`src/rtl/cmp_sweep_ctrl.sv`:
```
// cmp_sweep_ctrl
// Steps a 2-bit comparator's operands through all 16 (a,b) pairs. Each pair
// is held for DWELL_CYCLES clocks. On the last cycle of each dwell, the
// comparator's R/G/B results are captured into the LEDs and 16-bit result logs.
//
// Ports
//   clk, rst_n          clock; synchronous active-low reset
//   start, stop         sweep start (sampled in IDLE) / abort (wins over start)
//   loop_en             restart at pair 0 after pair 15 instead of finishing
//   r_in, g_in, b_in    comparator results for the current operands
//   a_out, b_out        comparator operands (idx[3:2], idx[1:0])
//   led_r/g/b           last sampled results
//   log_r/g/b           per-pair results, bit idx = {a,b}
//   busy, done          sweeping / one-cycle completion pulse
//
// state  | meaning
// S_IDLE | waiting for start; idx and cnt held at 0
// S_DWELL| holding pair idx, counting dwell cycles, sampling on the last one
// S_DONE | one-shot sweep complete; done pulses for one cycle

module cmp_sweep_ctrl #(
    parameter int DWELL_CYCLES = 50_000_000,
    parameter int CNT_W        = (DWELL_CYCLES > 1) ? $clog2(DWELL_CYCLES) : 1
) (
    input  logic        clk,
    input  logic        rst_n,
    input  logic        start,
    input  logic        stop,
    input  logic        loop_en,
    input  logic        r_in,
    input  logic        g_in,
    input  logic        b_in,
    output logic [1:0]  a_out,
    output logic [1:0]  b_out,
    output logic        led_r,
    output logic        led_g,
    output logic        led_b,
    output logic [15:0] log_r,
    output logic [15:0] log_g,
    output logic [15:0] log_b,
    output logic        busy,
    output logic        done
);

    typedef enum logic [1:0] {
        S_IDLE  = 2'd0,
        S_DWELL = 2'd1,
        S_DONE  = 2'd2
    } state_t;

    localparam logic [CNT_W-1:0] CNT_LAST = CNT_W'(DWELL_CYCLES - 1);

    state_t            state_q, state_d;
    logic [3:0]        idx_q, idx_d;
    logic [CNT_W-1:0]  cnt_q, cnt_d;
    logic [15:0]       log_r_q, log_r_d;
    logic [15:0]       log_g_q, log_g_d;
    logic [15:0]       log_b_q, log_b_d;
    logic              led_r_q, led_r_d;
    logic              led_g_q, led_g_d;
    logic              led_b_q, led_b_d;
    logic              busy_q, busy_d;
    logic              done_q, done_d;

    always_comb begin
        state_d = state_q;
        idx_d   = idx_q;
        cnt_d   = cnt_q;
        log_r_d = log_r_q;
        log_g_d = log_g_q;
        log_b_d = log_b_q;
        led_r_d = led_r_q;
        led_g_d = led_g_q;
        led_b_d = led_b_q;

        case (state_q)
            S_IDLE: begin
                idx_d = 4'd0;
                cnt_d = '0;
                if (start && !stop) begin
                    state_d = S_DWELL;
                    log_r_d = 16'h0000;
                    log_g_d = 16'h0000;
                    log_b_d = 16'h0000;
                end
            end
            S_DWELL: begin
                if (stop) begin
                    // abort beats the sample on the same cycle; partial logs stay
                    state_d = S_IDLE;
                    idx_d   = 4'd0;
                    cnt_d   = '0;
                end else if (cnt_q == CNT_LAST) begin
                    cnt_d          = '0;
                    log_r_d[idx_q] = r_in;
                    log_g_d[idx_q] = g_in;
                    log_b_d[idx_q] = b_in;
                    led_r_d        = r_in;
                    led_g_d        = g_in;
                    led_b_d        = b_in;
                    if (idx_q != 4'd15) begin
                        idx_d = idx_q + 4'd1;
                    end else if (loop_en) begin
                        idx_d = 4'd0;
                    end else begin
                        state_d = S_DONE;
                    end
                end else begin
                    cnt_d = cnt_q + CNT_W'(1);
                end
            end
            S_DONE: begin
                state_d = S_IDLE;
                idx_d   = 4'd0;
                cnt_d   = '0;
            end
            default: begin
                state_d = S_IDLE;
                idx_d   = 4'd0;
                cnt_d   = '0;
            end
        endcase

        // busy/done are flopped from the next state so they line up with it
        busy_d = (state_d == S_DWELL);
        done_d = (state_d == S_DONE);
    end

    always_ff @(posedge clk) begin
        if (!rst_n) begin
            state_q <= S_IDLE;
            idx_q   <= 4'd0;
            cnt_q   <= '0;
            log_r_q <= 16'h0000;
            log_g_q <= 16'h0000;
            log_b_q <= 16'h0000;
            led_r_q <= 1'b0;
            led_g_q <= 1'b0;
            led_b_q <= 1'b0;
            busy_q  <= 1'b0;
            done_q  <= 1'b0;
        end else begin
            state_q <= state_d;
            idx_q   <= idx_d;
            cnt_q   <= cnt_d;
            log_r_q <= log_r_d;
            log_g_q <= log_g_d;
            log_b_q <= log_b_d;
            led_r_q <= led_r_d;
            led_g_q <= led_g_d;
            led_b_q <= led_b_d;
            busy_q  <= busy_d;
            done_q  <= done_d;
        end
    end

    assign a_out = idx_q[3:2];
    assign b_out = idx_q[1:0];
    assign led_r = led_r_q;
    assign led_g = led_g_q;
    assign led_b = led_b_q;
    assign log_r = log_r_q;
    assign log_g = log_g_q;
    assign log_b = log_b_q;
    assign busy  = busy_q;
    assign done  = done_q;

endmodule

```
`config.mk`:
```
export PLATFORM = sky130hd
export DESIGN_NAME = cmp_sweep_ctrl
export DESIGN_NICKNAME = d
export VERILOG_FILES = /design/src/rtl/cmp_sweep_ctrl.sv
export SDC_FILE = /design/constraint.sdc
export NUM_CORES = 1
export LEC_CHECK = 0
export CAP_MARGIN = 20
export CELL_PAD_IN_SITES_DETAIL_PLACEMENT = 1
export CELL_PAD_IN_SITES_GLOBAL_PLACEMENT = 1
export CORE_UTILIZATION = 40
export CTS_BUF_LIST = sky130_fd_sc_hd__clkbuf_8
export CTS_CLUSTER_SIZE = 24
export DETAILED_ROUTE_END_ITERATION = 8
export GPL_ROUTABILITY_DRIVEN = 0
export PLACE_DENSITY_LB_ADDON = 0.1
export SLEW_MARGIN = 20
export SYNTH_ARGS = -nofsm -noshare
export SYNTH_HDL_FRONTEND = slang
export SYNTH_SLANG_ARGS = --single-unit
```
`constraint.sdc`:
```
create_clock -name clk -period 3.5 [get_ports clk]
set_input_delay 0.35 -clock clk [delete_from_list [all_inputs] [get_ports clk]]
set_output_delay 0.35 -clock clk [all_outputs]
set_load 0.05 [all_outputs]
```
* Yosys cells after proc, flatten, opt, wreduce, memory -nomap -nowiden
Cells that the tools add are included.
W data, S select, Z words.
** Storage, ports and cells
- Register bits after elaboration :: 85
- Bits of input ports :: 8
- Word-level logic and storage cells :: 60
- Output and inout port bits :: 57
** Operators by class
- Reduce and logical (&&, ||, !) cells :: 11
- Equality and inequality tests :: 8
- Bitwise logic cells :: 3
- Order comparisons :: 2
- Add/sub/neg operators :: 2
- Mux-type cells :: 23
** Operators by type and width (count)
- $mux W16 :: 7
- $pmux W16 S2 :: 3
- $bwmux W16 :: 3
- $add A26 B1 Y26 const B :: 1
- $eq A26 B26 Y1 const B :: 1
- $mux W2 :: 5
- $mux W4 :: 2
- $ne A2 B2 Y1 const B :: 3
- $lt A4 B5 Y1 const B :: 1
- $add A4 B1 Y4 const B :: 1
- $demux W1 S4 :: 1
- $eq A2 B1 Y1 const B :: 2
- $ge A4 B1 Y1 const B :: 1
- $ne A4 B4 Y1 const B :: 1
- $pmux W2 S2 :: 1
- $reduce_and A4 Y1 :: 1
- $reduce_bool A2 Y1 :: 2
- $reduce_or A4 Y1 :: 1
- $not A1 Y1 :: 3
- $reduce_and A3 Y1 :: 1
- $reduce_or A3 Y1 :: 1
- $eq A2 B2 Y1 const B :: 1
- $logic_and A1 B1 Y1 :: 2
- $logic_not A2 Y1 :: 1
- other kinds (3) :: 3

* Longest topological paths before layout
Gate-level depths: netlist of run 1.
- Word-level depth :: 8
- Mapped depth :: 6
- Gate-level depth less buffers :: 6

* Least setup slack after synthesis of run 1
No wires, ideal clock.
- Path type :: reg2reg
- Start :: register idx_q[1]
- End :: register idx_q[2]
- Cell stages (with the launch flop) :: 7
- Clock period less this slack :: 1.930 ns
- Path slack :: 1.570 ns
- Data arrival time :: 1.860 ns
- Library setup time :: 0.070 ns
- Buffers on the path :: 0
- Cells stage by stage :: dfxtp_1 -> ha_1 -> nand3_1 -> nor2_1 -> nor4_2 -> a21bo_2 -> a21oi_1
** Between the ends
- Longest elaborated chain between the ends :: 3
- Elaborated cells between the ends (all ways) :: 5
** RTL lines
- from (decl) :: line 54 : logic [3:0] idx_q, idx_d;
- from (signal assigned) :: line 144 : idx_q <= idx_d;
- parallel branches: the longest is 3 deep, another holds $add A4 B1 Y4
Parallel ways; which one is timed is not known.
A chain may end at the register's enable or synchronous reset.

* Final worst setup path of run 1
- Start :: register cnt_q[0]
- End :: register log_b_q[12] (netlist: log_b[12])
** Between the ends
- Longest elaborated chain between the ends :: 3
** RTL lines
- from (decl) :: line 55 : logic [CNT_W-1:0] cnt_q, cnt_d;
- from (signal assigned) :: line 145 : cnt_q <= cnt_d;
- $eq A26 B26 Y1 :: line 93 : end else if (cnt_q == CNT_LAST) begin
- $ne A2 B2 Y1 (no source line)
- $reduce_and A4 Y1 (no source line)
- to (signal assigned) :: line 148 : log_b_q <= log_b_d;
- to (decl) :: line 58 : logic [15:0] log_b_q, log_b_d;
No other way between the ends.

==> flow_results.org, run 1 <==
** Critical path
- The worst setup path is launched from a register.
- The worst setup path is captured at a register.
- STA puts the critical path data required time at 3.72 ns.
- R2r startpoint :: cnt_q[0]
- Kind of critical path :: register to register
- Maximum fanout along the worst path :: 16
- For the worst setup path, the data arrival time is 2.41 ns.
- CP Launch Point :: cnt_q[0]

** Clock network
- Post-CTS setup buffer count :: 0
- Number of buffers added by the clock tree synthesis step :: 9
- Clock Path Buffers :: 2
- TritonCTS built the clock tree.
- The clock reaches the later pin of the worst-skew pair after 0.35 ns.
- The tree is rooted in a clkbuf_8.
- After clock tree synthesis, the repair step resized 0 gates.
- The H-tree generated during clock tree synthesis spans 3 levels.
- Clock tree synthesis found a total of 85 sinks.
- After clock tree synthesis, the clock-pin slew on the worst setup and hold paths is 0.09 ns.
- Number of buffers added to fix hold violations after cts :: 0

** Synth
- Mapped Avg Cell Area :: 9.308 um^2
- Synthesis produced 380 cells.
- Synthesis-stage register bit count :: 85
- Yosys mapped the design onto 42 distinct sky130hd cell types.
- After synthesis the cells add up to 3537 um^2.
- For this run, the register share of the synthesized area comes to 48.11%.
- Yosys Warn Count :: 0
- Syn_nets :: 393

** Detailed routing
- The first detailed-routing pass took 4 iterations.
- Violation count after the first detailed-route iteration :: 73
- Residual antenna-violating net count after detailed routing :: 0
- Final wirelength :: 9117 um
- Via count of the routed design :: 2,981
- Dividing the detail-routed wire length by the instance count gives 16.52 um.
- Vias/cell :: 5.400
- DR DRC count :: 0

** STA
- Across all setup checks in the final design, the least slack found is 1.305 ns.
- Setup repair after global routing left no endpoint under its margin.
- Clk_skew :: 0.007484 ns
- For this run, the top clock speed supported by timing is 455.6 MHz.
- The routed design could run at a clock period as short as 2.195 ns.
- Ratio of final minimum period to clock period :: 62.72%
- For the final routed database, the setup TNS stands at 0 ns.
- Setup violations remaining at the end of the flow were counted as 0.
- The final-report max-slew violation count was 0.
- The final-report hold violation count was 0.
- Max transition margin :: 61.92%
- Worst-Margin Slew :: 0.5712 ns

** Die
- 65 I/O pins were placed.
- In this run the horizontal extent of the chip is 96.04 um.
- Measured along the y axis, the die boundary spans 96.04 um.
- Number of rows in the core area :: 33
- For this configuration, the core starts out at a cell density of 42.20%.
- The core region is 8382 um^2.
- The die covers 9223 um^2.

** Final layout
- Area growth from synthesis to final layout :: 25.15%
- The final layout contains 455 nets.
- The number of antenna diodes in the final layout is 0.
- In the final layout, the share of cells above drive strength 1 is 11.86%.

** Global route
- Via count of the first global-routing pass :: 2,995
- The number of antenna violations at the first check in global routing came to 0.
- Maximum number of pins on one net before global-route repair :: 57
- Wire length of the first global-routing pass :: 14,880 um
- All-layer global routing usage :: 21.23%
- After global routing the overflow that remains totals 0.

** Place
- In this run the tool buffered the top-level ports with 64 buffer cells.
- Post-Place Setup Slack :: 1.052 ns
- DP HPWL :: 6303 um

** Hold path
- Min-delay src :: log_r[13]
- In this run the worst hold path is classified as register to register.

** Power
- For this design the static power due to leakage is 1.471 nW.
- Post-layout total power :: 1.706 mW
- In this run the power density over the cells is 385.5 nW/um^2.
- IR drop worst, VDD :: 0.2351 mV

** Run status
- Outcome :: complete, no violations

** Run
- The tool flagged a number of max-cap violations equal to 0.
-- layer usage --
metal,GRT usage [%],up-vias,routed length (um)
met5,0,-,0
met2,32.74,58,4131
li1,-,1464,-
met1,29.53,1452,4512
met3,4.186,7,372
met4,7.090,0,101
-- where the power goes --
part	switching (mW)	total, mW	internal [mW]
Combinational	0.0391	0.0581	0.0190
Clock	0.354	0.680	0.326
Sequential	0.00107	0.968	0.967
Total	0.394	1.71	1.31
-- cell usage after synthesis, drive strengths merged --
library cell / number / area share (%)
a21bo: 1 / 0.28
a21oi: 18 / 3.6
a31oi: 3 / 0.53
and2: 1 / 0.18
and3: 7 / 1.2
and4: 2 / 0.50
and4bb: 1 / 0.35
buf: 9 / 1.9
clkbuf: 8 / 0.85
dfxtp: 85 / 48
ha: 5 / 1.8
inv: 3 / 0.32
mux2i: 4 / 1.1
nand2: 77 / 8.2
nand2b: 1 / 0.18
nand3: 21 / 4.0
nand3b: 2 / 0.42
nand4: 10 / 2.2
nor2: 34 / 3.6
nor2b: 3 / 0.53
nor3: 2 / 0.60
nor3b: 1 / 0.21
nor4: 3 / 0.71
nor4b: 2 / 1.3
o211ai: 1 / 0.21
o21a: 1 / 0.21
o22ai: 48 / 10
o31a: 1 / 0.28
or2: 1 / 0.18
or3: 1 / 0.21
xnor2: 5 / 1.2
xor2: 19 / 4.7
-- through the flow --
step	utilization (%)	hold slack (ns)	cells	instance area, um^2
floorplan	-	0.4417	380	3537
global placement	50.53	0.4437	536	4235
detailed placement	50.53	0.4500	536	4235
CTS	52.81	0.4629	552	4427
global route	52.81	0.4933	552	4427
finish	52.81	0.4586	552	4427
-- layout make-up --
cell class / count / area [um^2]
repair buffers: 68 / 665.6
multi-input cells: 275 / 1725
clock buffers: 9 / 123.9
inverters: 3 / 11.26
clock inverters: 7 / 67.56
well taps: 105 / 131.4
fillers: 981 / 3955
flip-flops and latches: 85 / 1702
-- placed cells by master (no fill, tap or decap), types with 3 or more instances in the layout --
cell type	instances
a21oi_1	8
a21oi_2	10
a31oi_1	3
and3_1	7
buf_4	4
clkbuf_8	9
clkdlybuf4s50_1	63
dfxtp_1	85
ha_1	5
inv_1	4
mux2i_1	4
nand2_1	76
nand3_1	18
nand3_4	3
nand4_1	9
nor2_1	34
nor2b_1	3
o22ai_1	39
o22ai_2	9
xnor2_1	5
xor2_1	19
-- kinds of logic after synthesis --
family	after synthesis	share of synthesized area, %
muxes	4	1.132
buffers and inverters	20	3.113
adders and majority gates	5	1.769
xor gates and xnor gates	24	5.943
and+or+nand+nor	169	24.73
AOI/OAI and AO/OA	73	15.21
DFF	85	48.11
-- registers in the layout, summed over array words and instances (netlist names) --
signal and flops:
led_g 1, idx_q 4, log_b 16, log_g 16, log_r 16, busy 1, led_r 1, state_q 2
cnt_q 26, led_b 1, done 1
-- final timing paths --
| kind | to | slack [ns] | cells past startpoint |
|---|---|---|---|
| min reg2reg | log_r[13] | 0.46 | 2 |
| min | log_r[13] | 0.46 | 2 |
| max | log_b[12] | 1.30 | 5 |
| max reg2reg | log_b[12] | 1.30 | 5 |
-- worst max-delay path, cell delays in order (launching register included) --
cell and delay, ns:
dfxtp_1 0.40, ha_1 0.30, nand3_1 0.30, o31a_2 0.60
a21oi_1 0.32, o22ai_1 0.14
Note: power is estimated with default switching activity, not from simulation.
==> run 2: changes to the inputs <==
- CORE_UTILIZATION: 40 -> 37
- clock period: 3.5 -> 1.95 ns (I/O delays scaled with it)
==> run 2 against run 1 <==
Effect of this change:
- non-clock buffer count grew 33
- via count increased by 4.2%
- die area up 7.9%
- utilization shrank 1.4 points
- cell count rose by 11%
- maximum frequency is 16% higher
- total power up 78%
- register-to-register slack worse by 1.2 ns
- global-route usage fell by 1.1 points
==> flow_results.org, run 2 (synthesis gave the netlist of run 1 again) <==
** Clock network
- Clock transition at the registers of the reported paths :: 0.10 ns (about the same)
- Cell at the root of the clock tree :: clkbuf_8
- The total CTS buffers was 9 (unchanged).
- The number of levels in the clock H-tree is 3 (unchanged).
- The clock latency at the later pin of the worst-skew pair came to 0.36 ns (about the same).
- The maximum root-to-sink buffer count is 2 (unchanged).
- TritonCTS clock tree :: yes
- Sink Count :: 85 (unchanged)

** Final layout
- Number of inserted filler cells in the final layout :: 1,058 (+7.8%)
- cnt_q holds more flip-flops than any other register.
- The flip-flop count of the largest register after layout is 26 (unchanged).
- The fraction of final layout cells sized beyond drive strength 1 came to 19.54% (+7.7 points).
- Final cell utilization of the core :: 51.46% (-1.4 points)
- Post-route cell area :: 4755 um^2 (+7.4%)
- Most used cells in the layout excluding fill and tap cells :: dfxtp_1, nand2_1, clkdlybuf4s50_1
- The library cell used most frequently in the layout, excluding fill and tap cells, is dfxtp_1.
- Post-layout nets :: 489 (+7.5%)
- Area growth from synthesis to final layout :: 34.42%
- Number of diodes added for antenna fixing :: 0 (unchanged)

** Critical path
- Kind of critical path :: register to register
- The signal on the critical path passes through nor4b_4 -> nand4_4 -> o31a_2 -> buf_12 -> a21oi_1 -> o22ai_1.
- Cell with the largest stage delay on the worst path :: o31a_2
- Required time of the worst setup path :: 2.19 ns (-1.53 ns)
- Delay of the slowest cell on the worst path :: 0.40 ns (-0.20 ns)
- Arrival time of data at the critical path endpoint :: 2.13 ns (-0.28 ns)
- The worst setup path is captured at a register.
- Startpoint types :: register
- The maximum fanout encountered on the critical timing path came to 16 (unchanged).

** Hold path
- Worst min-delay path category :: input port to register

** STA
- Setup slack of the critical path after layout :: 0.06051 ns (-1.244 ns)
- Max-slew violations :: 0 (unchanged)
- F_max :: 529.2 MHz (+16%)
- Setup repair after global routing could not meet its margin everywhere.
- Worst Hold Slack :: 0.2382 ns (-0.2204 ns)
- Worst-Margin Slew :: 0.5654 ns (-0.005809 ns)
- Number of endpoints with negative hold slack in the final report :: 0 (unchanged)
- The relative slew slack came to 62.31% (+0.39 points).
- Clk_skew :: 0.01584 ns (+0.008356 ns)
- The period utilization came to 96.90% (+34 points).
- The final number of setup-violating endpoints is 0 (unchanged).
- The post-layout minimum cycle time came to 1.889 ns (-0.3056 ns).

** Power
- The total chip power was 3.045 mW (+78%).
- The relative contribution of sequential cells to total power is 57.1% (+0.4 points).
- The cell area power density is 640.5 nW/um^2 (+66%).
- The switching part of the total power was 24.91% (+1.8 points).
- IR drop worst, VDD :: 0.4760 mV (+100%)
- Combinational share of power :: 3.9% (+0.5 points)
- The clock network power share was 39.1% (-0.8 points).
- The net switching power was 758.7 uW (+92%).
- Internal Power :: 2.287 mW (+74%)
- Leakage power figure :: 1.673 nW (+14%)

** Place
- Post-Place Setup Slack :: -0.06640 ns (-1.119 ns)
- Instance area at placement :: 4526 um^2 (+6.9%)
- The number of port buffers was 64 (unchanged).
- DP HPWL :: 6624 um (+5.1%)

** Detailed routing
- Average routed wire per standard cell :: 15.96 um (-3.4%)
- The vias per cell was 5.092 (-5.7%).
- Final wirelength :: 9734 um (+6.8%)
- DR DRC count :: 0 (unchanged)
- Violation count after the first detailed-route iteration :: 175 (+140%)
- Residual antenna-violating net count after detailed routing :: 0 (unchanged)
- Via count of the routed design :: 3,106 (+4.2%)
- Number of detailed-routing iterations run before antenna repair :: 4 (unchanged)

** Global route
- The met3 layer usage reported by global route came to 3.900% (-0.29 points).
- The global routing usage summed across all routing layers came to 20.18% (-1.1 points).
- Initial antenna violation count :: 0 (unchanged)
- The met2 routing resource usage after global routing came to 31.09% (-1.7 points).
- The global-route wire length before repair came to 15,760 um (+5.9%).
- The total global routing overflow was 0 (unchanged).
- The largest net degree at the start of global routing was 56 (-1.8%).
- Met1 track demand over resource in global routing :: 28.28% (-1.3 points)
- Via count of the first global-routing pass :: 3,108 (+3.8%)
- Global route hottest layer :: met2

** Die
- The vertical die dimension is 99.78 um (+3.9%).
- Effective utilization at floorplan :: 38.28% (-3.9 points)
- Number of rows in the core area :: 35 (+6.1%)
- The area enclosed by the die boundary was 9955 um^2 (+7.9%).
- The placeable core region came to 9240 um^2 (+10%).
- The overall die width is 99.78 um (+3.9%).
- The number of placed I/O pins was 65 (unchanged).

** Run
- # Max-Cap Violations :: 0 (unchanged)

** Run status
- Outcome :: complete, no violations
[run 2: cell types whose count changed in the layout (fill, tap and decap cells not counted), moves of 2 or more]
cell             before  now
clkdlybuf4s50_1      63   60
a21oi_2              10   13
inv_6                 0    2
a21oi_1               8    5
buf_12                0    3
buf_4                 4   36
[run 2: cell type report]
type / instances / area (um^2) / share of cell area, %
multi-input combinational: 276 / 1747 / 36.74
sequential: 85 / 1703 / 35.82
clock inverter: 6 / 46.29 / 0.9737
timing repair buffer: 101 / 948.4 / 19.95
tap: 129 / 161.4 / 3.395
clock buffer: 10 / 137.6 / 2.895
inverter: 3 / 11.26 / 0.2368
[run 2: routing by layer]
metal / vias up / part of all wire, %
li1: 1539 / -
met1: 1498 / 51
met2: 60 / 44
met3: 9 / 3.0
met4: 0 / 1.3
met5: - / 0
[run 2: power by group through the flow]
| stage | Sequential [mW] | Combinational (mW) | Clock [mW] |
|---|---|---|---|
| final | 1.74 | 0.118 | 1.19 |
| after global routing | 1.74 | 0.125 | 1.30 |
| after CTS | 1.74 | 0.115 | 1.22 |
| after detailed placement | 1.78 | 0.115 | 0 |
| after global placement | 1.78 | 0.113 | 0 |
| after floorplan | 1.78 | 0.0657 | 0 |
[run 2: timing repair]
item | in CTS | in global routing
hold buffers | 0 | 0
resized for setup | 0 | 5
buffers inserted | 1 | 0
gates cloned | 0 | 1
pin swaps | 1 | 0
setup endpoints to repair | 8 | 15
[run 2: critical path, delay by kind of cell (launching register included)]
kind,cells,cell delay (ns)
flip-flops,1,0.35
AND/OR/NAND/NOR,2,0.50
AO/OA/AOI/OAI,3,0.76
buffers and inverters,1,0.17
[run 2: through the flow]
step,instances,TNS (ns)
2_1_floorplan,380,0
3_3_place_gp,592,-0.009766
3_5_place_dp,592,-0.6809
4_1_cts,609,0
5_1_grt,610,-0.0007783
6_report,610,0
[run 2: worst paths after layout]
path                                from        to  slack (ns)  cells after the start
worst max-delay path            cnt_q[7]  log_b[0]        0.06                      6
worst min-delay path               rst_n  idx_q[0]        0.24                      3
worst min register to register     led_r     led_r        0.47                      2
worst max register to register  cnt_q[7]  log_b[0]        0.06                      6
